--- src/rtl/tournament_predictor_gshare.sv ---
// Tournament branch predictor: local + gshare components with a PC-indexed meta chooser.
// Combinational prediction at fetch; training and GHR repair use snapshots carried from fetch.
module tournament_predictor_gshare #(
    parameter int PC_IDX_LSB  = 2,
    parameter int LOCAL_IDX_W = 4,
    parameter int META_IDX_W  = 4,
    parameter int GHR_W       = 4,
    parameter int CTR_W       = 2
) (
    input  logic             clk,
    input  logic             rst,
    input  logic             pred_valid,
    input  logic [31:0]      pred_pc,
    output logic             pred_taken,
    output logic             pred_local,
    output logic             pred_global,
    output logic [GHR_W-1:0] pred_ghr,
    input  logic             upd_valid,
    input  logic [31:0]      upd_pc,
    input  logic [GHR_W-1:0] upd_ghr,
    input  logic             upd_local,
    input  logic             upd_global,
    input  logic             upd_taken,
    input  logic             upd_mispredict,
    output logic [31:0]      stat_preds,
    output logic [31:0]      stat_mispreds
);

    localparam int LOCAL_DEPTH = 1 << LOCAL_IDX_W;
    localparam int META_DEPTH  = 1 << META_IDX_W;
    localparam int GSHARE_DEPTH = 1 << GHR_W;

    localparam logic [CTR_W-1:0] CTR_INIT = {1'b0, {(CTR_W-1){1'b1}}};
    localparam logic [CTR_W-1:0] CTR_MAX  = {CTR_W{1'b1}};
    localparam logic [CTR_W-1:0] CTR_MIN  = {CTR_W{1'b0}};
    localparam logic [CTR_W-1:0] CTR_ONE  = {{(CTR_W-1){1'b0}}, 1'b1};

    logic [CTR_W-1:0] local_tbl  [LOCAL_DEPTH];
    logic [CTR_W-1:0] gshare_tbl [GSHARE_DEPTH];
    logic [CTR_W-1:0] meta_tbl   [META_DEPTH];
    logic [GHR_W-1:0] ghr;

    logic [LOCAL_IDX_W-1:0] p_lidx, u_lidx;
    logic [META_IDX_W-1:0]  p_midx, u_midx;
    logic [GHR_W-1:0]       p_gidx, u_gidx;
    logic                   p_meta;

    // Only the index slices of the PCs are meaningful; the rest is intentionally ignored.
    logic unused_pc_bits;
    assign unused_pc_bits = ^{pred_pc, upd_pc};

    function automatic logic [CTR_W-1:0] ctr_step(input logic [CTR_W-1:0] ctr, input logic up);
        if (up)
            return (ctr == CTR_MAX) ? ctr : ctr + CTR_ONE;
        else
            return (ctr == CTR_MIN) ? ctr : ctr - CTR_ONE;
    endfunction

    always_comb begin
        p_lidx = pred_pc[PC_IDX_LSB +: LOCAL_IDX_W];
        p_midx = pred_pc[PC_IDX_LSB +: META_IDX_W];
        p_gidx = pred_pc[PC_IDX_LSB +: GHR_W] ^ ghr;
        u_lidx = upd_pc[PC_IDX_LSB +: LOCAL_IDX_W];
        u_midx = upd_pc[PC_IDX_LSB +: META_IDX_W];
        u_gidx = upd_pc[PC_IDX_LSB +: GHR_W] ^ upd_ghr;
    end

    // Reads see pre-edge table contents, so a same-cycle train never bypasses into the prediction.
    always_comb begin
        pred_local  = local_tbl[p_lidx][CTR_W-1];
        pred_global = gshare_tbl[p_gidx][CTR_W-1];
        p_meta      = meta_tbl[p_midx][CTR_W-1];
        pred_taken  = p_meta ? pred_global : pred_local;
        pred_ghr    = ghr;
    end

    // NOTE: tables are flop arrays (not RAM) precisely so a single synchronous reset cycle can
    // reinitialise every entry; a RAM-based table would need a multi-cycle clear sequence.
    // NOTE: all state below uses non-blocking assignments so every read in this block and in the
    // combinational prediction path sees the pre-edge value.
    always_ff @(posedge clk) begin
        if (rst) begin
            for (int i = 0; i < LOCAL_DEPTH; i++)  local_tbl[i]  <= CTR_INIT;
            for (int i = 0; i < GSHARE_DEPTH; i++) gshare_tbl[i] <= CTR_INIT;
            for (int i = 0; i < META_DEPTH; i++)   meta_tbl[i]   <= CTR_INIT;
            ghr           <= '0;
            stat_preds    <= '0;
            stat_mispreds <= '0;
        end else begin
            if (upd_valid) begin
                local_tbl[u_lidx]  <= ctr_step(local_tbl[u_lidx], upd_taken);
                gshare_tbl[u_gidx] <= ctr_step(gshare_tbl[u_gidx], upd_taken);
                // The chooser only learns when the components disagreed.
                if (upd_local != upd_global)
                    meta_tbl[u_midx] <= ctr_step(meta_tbl[u_midx], upd_global == upd_taken);
            end

            if (upd_valid && upd_mispredict)
                ghr <= {upd_ghr[GHR_W-2:0], upd_taken};
            else if (pred_valid)
                ghr <= {ghr[GHR_W-2:0], pred_taken};

            if (pred_valid && stat_preds != 32'hFFFF_FFFF)
                stat_preds <= stat_preds + 32'd1;
            if (upd_valid && upd_mispredict && stat_mispreds != 32'hFFFF_FFFF)
                stat_mispreds <= stat_mispreds + 32'd1;
        end
    end

endmodule

--- config.mk ---
export PLATFORM = sky130hd
export DESIGN_NAME = tournament_predictor_gshare
export DESIGN_NICKNAME = d
export VERILOG_FILES = /design/src/rtl/tournament_predictor_gshare.sv
export SDC_FILE = /design/constraint.sdc
export NUM_CORES = 1
export LEC_CHECK = 0
export ABC_AREA = 1
export CORE_MARGIN = 2
export CORE_UTILIZATION = 35
export CTS_BUF_LIST = sky130_fd_sc_hd__clkbuf_2 sky130_fd_sc_hd__clkbuf_4 sky130_fd_sc_hd__clkbuf_8
export DETAILED_ROUTE_END_ITERATION = 8
export SLEW_MARGIN = 20
export SYNTH_ARGS = -nofsm -noshare
export SYNTH_HDL_FRONTEND = slang
export SYNTH_SLANG_ARGS = --single-unit
export TNS_END_PERCENT = 50
--- constraint.sdc ---
create_clock -name clk -period 2.5 [get_ports clk]
set_input_delay 0.375 -clock clk [delete_from_list [all_inputs] [get_ports clk]]
set_output_delay 0.375 -clock clk [all_outputs]
set_load 0.01 [all_outputs]
==> flow_metrics.tcl <==
set metrics [dict create \
    worst_slew_pin_slew_ns 0.904 \
    yosysUniqueCellTypes 38 \
    yosysWarnings 0 \
    routed_via_density 5.05 \
    dieArea_sq_um 28500 \
    numPortBuffers 90 \
    multi_input_area_sq_um 4500 \
    leakage_uw 0.00426 \
    ff_latch_area_sq_um 4250 \
    antenna_found_initial 0 \
    power.internal_uw 3990 \
    dp_hpwl_mm 20.4 \
    place_area_sq_um 11200 \
    final_area_sq_um 11600 \
    rsz0062_at_grt "yes" \
    cts_root_buf "clkbuf_8" \
    p_sw_uw 1790 \
    n_antenna_cell 0 \
    hold_path_class "reg2reg" \
    finalSetupViolCount 0 \
    p_comb_frac 0.154 \
    grt-ovfl-total 0 \
    clock_latency_ns 0.48 \
    drt-total-wl_mm 27.7 \
    ant_nets 0 \
    timing.slew.headroom 0.397 \
    worstPathArrival_ns 2.05 \
    holdWs_ns 0.515 \
    fin_crit_ns 2.43 \
    drc 0 \
    synth_area_per_cell_sq_um 7.31 \
    skew_ns 0.0202 \
    finalHoldViolCount 0 \
    io_pins 147 \
    clkTransAtPathRegs_ns 0.10 \
    required_ns 2.12 \
    synthFlopType "edfxtp_1" \
    synth_area_leaders "edfxtp_1 (30%), nand2_1 (15%), dfxtp_1 (14%), nor2_1 (6.6%), nand3_1 (5.8%)" \
    initial_core_util 0.355 \
    drive_gt1_frac 0.0905 \
    start_kind "primary input" \
    synthArstFlopShare 0 \
    cts_tree "yes" \
    cts_made_buffers 17 \
    area_growth_pct 22.1 \
    ys_seq_area_frac 0.446 \
    drv_slew 0 \
    p_per_area_nw_per_um2 498 \
    num_vias 9035 \
    wl_per_cell_um 15.5 \
    gp_congestion 0.888 \
    final_core_util 0.433 \
    synth_largest_area_cell "edfxtp_1" \
    p_seq_frac 0.509 \
    clk_path_buf_depth 2 \
    grt_pass1_wl_mm 45.2 \
    synth-edff-count 96 \
    layout.nets 1513 \
    ir_drop_mv 0.246 \
    cp_max_fo 9 \
    swShare 0.310 \
    synth-seq-cells 164 \
    p_clk_frac 0.337 \
    firstDrtPassIters 5 \
    track_usage 0.199 \
    drv_cap 0 \
    post-route-period-util 0.971 \
    grt_pass1_vias 8749 \
    synth_top_area_share 0.303 \
    rows 60 \
    fillerInstances 2722 \
    status "finished clean" \
    grt_max_degree 66 \
    clock-sinks 164 \
    fp.coreArea_sq_um 26800 \
    die_x_um 169 \
    fp.dieH_um 169 \
    end_kind "output pin" \
    syn_area_sq_um 9510 \
    postSynthNetCount 1379 \
    drtIter0Drc 633 \
    path_class "in2out" \
    netlist_instances 1301 \
    h-tree-depth 4 \
    fmax_ghz 0.412 \
    post_cts.repair.setup_buffers 0 \
    cts_hold_buf 0 \
]
layout by cell type, fill, tap and decap left out, types with 4 or more instances in the layout:
cell type / instances
edfxtp_1: 96
a21oi_1: 62
nor2_2: 4
xor2_1: 31
o211ai_1: 7
nand3_1: 111
dfxtp_1: 67
nor4_1: 4
nor2_1: 167
inv_8: 8
nand2_2: 5
nand4_1: 20
nand2_1: 379
buf_12: 4
a21boi_0: 16
nor3_1: 30
xnor2_1: 20
clkdlybuf4s50_1: 85
inv_2: 6
a22oi_1: 32
inv_1: 134
clkbuf_8: 17
o21ai_0: 36
buf_4: 71
Yosys cell counts, types with 2 or more instances:
cell / count
o21ai_0: 36
nand3_1: 111
nor4_1: 4
a21boi_0: 16
inv_1: 137
o211ai_1: 7
nor2_1: 167
dfxtp_1: 68
o22ai_1: 2
nand4_1: 20
buf_4: 4
and3_1: 2
edfxtp_1: 96
a22oi_1: 32
ha_1: 2
inv_2: 3
nor3_1: 30
nand2_1: 381
nand2_2: 3
xnor2_1: 21
xor2_1: 31
a21oi_1: 62
nand3b_1: 3
buf_2: 18
clkinv_1: 2
clkbuf_1: 26
nor2_2: 4
o21bai_1: 2
buf_6: 2
layout make-up:
cell class,count,area share
Inverter,142,0.0460
Clock inverter,15,0.0134
Multi-Input combinational cell,944,0.388
Timing Repair Buffer,166,0.131
Sequential cell,164,0.365
Tap cell,341,0.0367
Clock buffer,17,0.0201
power by group through the flow:
stage	registers (uW)	clock network, uW	logic (uW)
after global routing	2950	2090	991
final	2950	1950	889
after detailed placement	3010	0	892
after CTS	2940	1990	894
after global placement	3000	0	885
after floorplan	2990	0	514
per-stage QoR:
step	total power (uW)	cells	setup WS (ns)	TNS, ns
global route	6040	1789	-0.0761	-0.0761
global placement	3890	1757	-0.285	-13.67
finish	5780	1789	0.0721	0
floorplan	3500	1301	0.457	0
CTS	5830	1789	-0.112	-0.112
detailed placement	3900	1757	-0.287	-13.24
kinds of logic (layout without fill, tap and decap cells):
logic type               Yosys count  count (layout)  synth area share
flip-flops                       164             164             0.446
AND/OR/NAND/NOR                  728             728             0.317
buffers and inverters            193             340            0.0817
adder cells (fa/ha/maj)            2               2           0.00263
AO/OA/AOI/OAI                    161             161             0.102
XOR/XNOR                          53              53            0.0508
worst paths after layout:
path	slack, ns	to	cells past startpoint	start
worst max register to register	0.24	stat_mispreds[25]	10	stat_mispreds[1]
worst min register to register	0.52	stat_preds[1]	2	stat_preds[1]
worst min-delay path	0.52	stat_preds[1]	2	stat_preds[1]
worst max-delay path	0.07	pred_taken	11	pred_pc[3]
critical path, cell delays in order:
cell and delay [ns]:
clkdlybuf4s50_1 0.50, buf_6 0.15, nand2_1 0.07, nand2_2 0.11, inv_2 0.06, nand3_1 0.08
nand3_1 0.07, nand3_1 0.12, nand3_1 0.10, and2_1 0.14, dlygate4sd2_1 0.28
routing by layer:
metal / wire [um] / global-route usage / vias to the layer above
li1: - / - / 4523
met1: 12700 / 0.274 / 4193
met3: 1770 / 0.0330 / 39
met4: 550 / 0.0645 / 0
met5: 0 / 0 / -
met2: 12700 / 0.321 / 280
state kept, by name, summed over array words and instances (netlist names):
signal         count
stat_mispreds     32
pred_ghr           4
meta_tbl          32
gshare_tbl        32
stat_preds        32
local_tbl         32
what timing repair did:
action	CTS	global route
gates resized for setup	8	3
pin swaps	0	1
endpoints found under the setup margin	3	2
No activity file was read; power rests on OpenSTA's default activity.
